`config.mk`:
```
export PLATFORM = sky130hd
export DESIGN_NAME = multiply_32_unit
export DESIGN_NICKNAME = d
export VERILOG_FILES = /design/src/rtl/multiply_32_unit.sv
export SDC_FILE = /design/constraint.sdc
export NUM_CORES = 1
export LEC_CHECK = 0
export BUFFER_PORTS_ARGS = -buffer_cell sky130_fd_sc_hd__buf_2
export CAP_MARGIN = 10
export CORE_AREA = 2 2 140 142
export CTS_CLUSTER_DIAMETER = 80
export DETAILED_ROUTE_END_ITERATION = 12
export DIE_AREA = 0 0 142 144
export PLACE_DENSITY = 0.54
export SYNTH_ARGS = -nofsm -noshare
export SYNTH_HDL_FRONTEND = slang
export SYNTH_SLANG_ARGS = --single-unit
```
`constraint.sdc`:
```
create_clock -name clk -period 7.6 [get_ports clk]
set_input_delay 0.38 -clock clk [delete_from_list [all_inputs] [get_ports clk]]
set_output_delay 0.38 -clock clk [all_outputs]
set_load 0.02 [all_outputs]
```
`src/rtl/multiply_32_unit.sv`:
```
// -----------------------------------------------------------------------------
// multiply_32_unit
// Sequential unsigned N x N shift-and-add multiplier, one multiplier bit per
// clock. The 2N-bit product lives in the {A,Q} register pair and is presented
// directly from those registers, so there is no combinational path from any
// input to any output.
//
// Ports
//   clk           : single clock, all state updates on the rising edge
//   reset         : synchronous, active-low reset
//   enable        : start request, only sampled while ready = 1
//   multiplier    : unsigned operand Q, captured on the start edge
//   multiplicand  : unsigned operand M, captured on the start edge
//   ready         : 1 = idle with a valid product, 0 = busy
//   product_upper : high N bits of the product (A register)
//   product_lower : low N bits of the product (Q register)
//   cout          : carry register C
// -----------------------------------------------------------------------------
module multiply_32_unit #(
   parameter int N = 32
) (
   input  logic         clk,
   input  logic         reset,
   input  logic         enable,
   input  logic [N-1:0] multiplier,
   input  logic [N-1:0] multiplicand,
   output logic         ready,
   output logic [N-1:0] product_upper,
   output logic [N-1:0] product_lower,
   output logic         cout
);

   localparam int CW = $clog2(N + 1);

   typedef enum logic {
      IDLE = 1'b0,
      BUSY = 1'b1
   } state_t;

   state_t          state_q;
   logic [N-1:0]    a_q;
   logic [N-1:0]    q_q;
   logic [N-1:0]    m_q;
   logic            c_q;
   logic [CW-1:0]   cnt_q;

   // One iteration of the algorithm: conditional add into {C,A}, followed by
   // a logical right shift of {C,A,Q}. C is always shifted out as 0, so only
   // the shifted A and Q need a next-state value.
   logic [N:0]      sum_d;
   logic [N-1:0]    a_d;
   logic [N-1:0]    q_d;

   always_comb begin
      sum_d = {1'b0, a_q};
      if (q_q[0]) begin
         sum_d = {1'b0, a_q} + {1'b0, m_q};
      end
      a_d = sum_d[N:1];
      q_d = {sum_d[0], q_q[N-1:1]};
   end

   always_ff @(posedge clk) begin
      if (!reset) begin
         state_q <= IDLE;
         a_q     <= '0;
         q_q     <= '0;
         m_q     <= '0;
         c_q     <= 1'b0;
         cnt_q   <= '0;
      end else begin
         case (state_q)
            IDLE: begin
               // Without a start request every register holds, so the last
               // product stays visible.
               if (enable) begin
                  a_q     <= '0;
                  c_q     <= 1'b0;
                  q_q     <= multiplier;
                  m_q     <= multiplicand;
                  cnt_q   <= '0;
                  state_q <= BUSY;
               end
            end
            BUSY: begin
               a_q   <= a_d;
               q_q   <= q_d;
               c_q   <= 1'b0;
               cnt_q <= cnt_q + CW'(1);
               // The step finishing now is the N-th one.
               if (cnt_q == CW'(N - 1)) begin
                  state_q <= IDLE;
               end
            end
            default: begin
               state_q <= IDLE;
            end
         endcase
      end
   end

   assign ready         = (state_q == IDLE);
   assign product_upper = a_q;
   assign product_lower = q_q;
   assign cout          = c_q;

endmodule

```
# ---- Word level (Yosys, flattened, before mapping)
# Cells that the tools add are included.
dict set report totals {
  reg_bits 104
  output_inout_bits 66
  in_bits 67
}
dict set report op_classes {
  n_reduce_logical 1
  n_bitwise 1
  n_addsub 2
  n_mux 12
  n_eq_ne 2
}
# cell count
set op_table {}
lappend op_table {{case mux 32 bit (2 select lines)} 2}
lappend op_table {{two-way mux 32 bit} 2}
lappend op_table {{adder 32 x 32 -> 33 bit} 1}
lappend op_table {{two-way mux 33 bit} 1}
lappend op_table {{case mux 6 bit (2 select lines)} 1}
lappend op_table {{adder 6 x 1 -> 6 bit (second input constant)} 1}
lappend op_table {{equality test 6 x 5 -> 1 bit (second input constant)} 1}
lappend op_table {{two-way mux 6 bit} 1}
lappend op_table {{case mux 1 bit (2 select lines)} 2}
lappend op_table {{two-way mux 1 bit} 3}
lappend op_table {{inequality test 2 bit (second input constant)} 1}
lappend op_table {{AND reduction 2 bit} 1}
lappend op_table {{inverter 1 bit} 1}

# ---- Longest topological paths before layout
dict set report depth {
  ltp_word 3
  ltp_mapped 10
  ltp_nobuf 10
}

# ---- Least setup slack after synthesis
# OpenSTA, ideal clock, no wires.
dict set report synth_timing {
  path_kind {flip-flop to flip-flop}
  startpoint {reg a_q[6], in the netlist product_upper[6]}
  endpoint {reg a_q[26], in the netlist product_upper[26]}
  n_path_buf 0
  t_arrival_ns 2.411
  stages_incl_launch_ff 10
  setup_ns 0.127
  period_less_slack_ns 2.538
  slack_ns 5.062
  path_cell_list {dfxtp_1 ha_1 and4_4 a21o_1 o31a_1 o21ai_4 o31ai_4 a41oi_1 nor4b_1 or3_1}
}
dict set report synth_between {
  elab_chain_len 3
}
# element line_no
set synth_lines {}
lappend synth_lines {{from (decl)} 41} ;# logic [N-1:0] a_q;
lappend synth_lines {{from (signal assigned)} 66} ;# a_q <= '0;
lappend synth_lines {{from (signal assigned)} 77} ;# a_q <= '0;
lappend synth_lines {{from (signal assigned)} 86} ;# a_q <= a_d;
lappend synth_lines {{adder 32 x 32 -> 33 bit} 57} ;# sum_d = {1'b0, a_q} + {1'b0, m_q};
lappend synth_lines {{two-way mux 33 bit} 56} ;# if (q_q[0]) begin
lappend synth_lines {{case mux 32 bit (2 select lines)} 72} ;# case (state_q)
# No other way between the ends.
# A chain may end at the register's enable or synchronous reset.

# ---- Worst setup path after layout
dict set report layout_timing {
  startpoint {reg state_q}
  endpoint {out ready}
}
dict set report layout_between {
  elab_chain_len 1
}
# element line_no
set layout_lines {}
lappend layout_lines {{from (decl)} 40} ;# state_t state_q;
lappend layout_lines {{from (signal assigned)} 65} ;# state_q <= IDLE;
lappend layout_lines {{from (signal assigned)} 82} ;# state_q <= BUSY;
lappend layout_lines {{from (signal assigned)} 92} ;# state_q <= IDLE;
lappend layout_lines {{inverter 1 bit} -}
lappend layout_lines {{to (decl)} 27} ;# output logic ready,
# No other way between the ends.

==> flow_summary_export.csv <==
group,metric,value,unit
setup_path,worstPathArrival,2630,ps
timing,rsz0062_at_grt,"no",
place,placed_area,7070,sq um
detailed_routing,drc,0,
detailed_routing,postRouteAntennaNets,0,
final_layout,layout_common_cells,"nand2_1, buf_2, dfxtp_1",
clock_network,cts_sinks,103,
clock_network,cts_buffers,9,
global_routing,antenna_found_initial,0,
timing,max_slew_margin,43.7,%
setup_path,cp_slowest_cell,"dfxtp_1",
timing,worst_pin_slew,843,ps
setup_path,worstPathCellList,"buf_4 -> inv_2 -> buf_4 -> buf_2",
power,seq_power_share,44.2,%
clock_network,clk_latency,360,ps
detailed_routing,firstDrtPassIters,4,
place,gp_congestion,0.802,
global_routing,track_usage,17.3,%
clock_network,cts_tree,"yes",
detailed_routing,post_drt_wl_per_cell,15.8,microns
synth,postSynthCellCount,748,
floorplan,die_x,142,microns
job,cap_violations,0,
setup_path,critPathMaxFanout,64,
detailed_routing,num_vias,5648,
synth,synth_seq_area_share,32.8,%
synth,synth_nets,849,
synth,yosysWarnings,0,
synth,synth_enable_flop_cells,0,
setup_path,crit_family,"buffers and inverters",
run_status,status,"completed",
global_routing,grt_pass1_wl,28300,microns
final_layout,final_layout_size_suffix_gt1_share,20.4,%
power,ir_drop,0.120,mV
setup_path,crit_buf_inv,4,
power,internal-power,965,uW
setup_path,required,7220,ps
synth,synth.avg_cell_area,8.41,sq um
timing,fmax,333,MHz
final_layout,area_growth,17.5,%
floorplan,rows,51,
setup_path,cp.depth,4,
synth,ys_seq_elements,103,
power,p_sw_share,28.7,%
setup_path,cpPeakStageDelay,590,ps
clock_network,cts_max_level,3,
timing,final_max_slew_viol_count,0,
setup_path,start_kind,"flop",
detailed_routing,drt_iter0_markers,279,
setup_path,critPathKind,"flop to primary output",
power,p_comb_share,17.8,%
clock_network,postCtsSetupBuffers,0,
final_layout,finalInstanceArea,7390,sq um
final_layout,antenna_cells,0,
detailed_routing,wl,17200,microns
timing,fin_crit,3010,ps
setup_path,endpoint_kind,"primary output",
synth,synth_cell_type_count,68,
setup_path,crit_path_frequent_cell,"buf_4",
clock_network,clockBufferDepth,2,
power,power_switching,387,uW
timing,clock-skew-final,10.7,ps
clock_network,cts-resized-gates,0,
final_layout,final.fill_count,2009,
floorplan,core,19100,sq um
clock_network,cts_hold_buf,0,
power,power_leakage,0.00372,uW
power,powerDensity,183,nW/um^2
floorplan,start_util,33.0,%
final_layout,fin_util,38.7,%
synth,syn-cell-area,6290,sq um
detailed_routing,routed_via_density,5.19,
setup_path,r2r_cells,10,
timing,setup_viol,0,
floorplan,die_area,20400,sq um
synth,synth_flop_cell,"dfxtp_1",
global_routing,grt_max_degree,65,
place,port_buffers,131,
timing,fin_crit_sh,39.6,%
timing,fin_hold_ws,263,ps
final_layout,final_common_cell,"nand2_1",
global_routing,gr-total-overflow,0,
clock_network,cts-root-buf,"clkbuf_16",
hold_path,hold_depth,3,
timing,hold_viol_final,0,
place,hpwl,11800,microns
timing,tns,0,ps
synth,synthArstFlopShare,0,%
hold_path,min_path_type,"input port to flop",
clock_network,cts.clk_slew.worst_paths,70,ps
power,clockPowerShare,38.0,%
floorplan,die_h,144,microns
floorplan,pin_count,133,
power,power,1350,uW
final_layout,nNetsFinal,947,
global_routing,grt_pass1_vias,5612,
==> synth_stat cells, types with 7 or more instances <==
library cell    n  area [sq um]
ha_1           33           413
nand2_1       144           541
nand4_1        10          62.6
nor2_1         27           101
nand3_1        14          70.1
o21ai_0        16          80.1
xor2_1          9          78.8
mux2i_1        40           400
a21o_1         32           240
o21ai_1         7          35.0
o211a_1        31           310
a31oi_1         8          50.1
clkbuf_1       43           161
xnor2_1        13           114
a21oi_1        49           245
and3_1         12          75.1
nor2b_1        12          75.1
nor3b_1        10          75.1
dfxtp_1       103          2060
a21boi_0       34           255
==> worst paths after layout <==
path              slack, ps                 to        startpoint
setup / recovery       4590              ready           state_q
hold / removal          260             m_q[8]   multiplicand[8]
setup reg to reg       4910  product_upper[29]  product_upper[0]
hold reg to reg         470             m_q[0]            m_q[0]
==> state kept, by name (all words and copies together) (netlist names) <==
name / count
m_q: 32
product_lower: 32
state_q: 1
cnt_q: 6
product_upper: 32
==> per-stage QoR <==
| stage | setup slack [ps] | std cells |
|---|---|---|
| CTS | 4580 | 1089 |
| floorplan | 5060 | 748 |
| finish | 4590 | 1089 |
| global route | 4420 | 1089 |
| detailed placement | 4910 | 1073 |
| global placement | 4930 | 1073 |
==> area by class of cell <==
class                      instances  area, sq um  area share [%]
inverter                           7         26.3           0.355
sequential                       103         2060            27.9
tap                              238          298            4.03
clock inverter                     4         77.6            1.05
clock buffer                      12          246            3.33
timing repair buffer             139          716            9.68
multi-input combinational        586         3970            53.6
==> kinds of logic after synthesis <==
family	synth area share [%]
other cells	0.0596
buf+inv	4.27
xor+xnor	3.06
simple gates	19.1
mux	7.08
fa+ha+maj	6.88
compound gates	26.8
flops	32.8
==> tightest hold or removal path, delay by kind of cell <==
kind | cells | cell delay (ps)
buffers and inverters | 1 | 90
AO/OA/AOI/OAI | 1 | 60
AND/OR/NAND/NOR | 1 | 40
==> power groups by stage <==
stage	combinational (uW)	sequential [uW]	clock, uW
floorplan	150	626	0
global placement	242	611	0
detailed placement	243	610	0
CTS	243	598	536
global route	269	602	554
finish	240	598	515
==> routing by layer <==
layer / part of all wire [%] / vias up / global-route usage (%)
met5: 0 / - / 0
met4: 0.66 / 0 / 3.53
met3: 6.5 / 6 / 5.33
met2: 47 / 125 / 29.1
met1: 46 / 2626 / 21.9
li1: - / 2891 / -
Note: power is estimated with default switching activity, not from simulation.
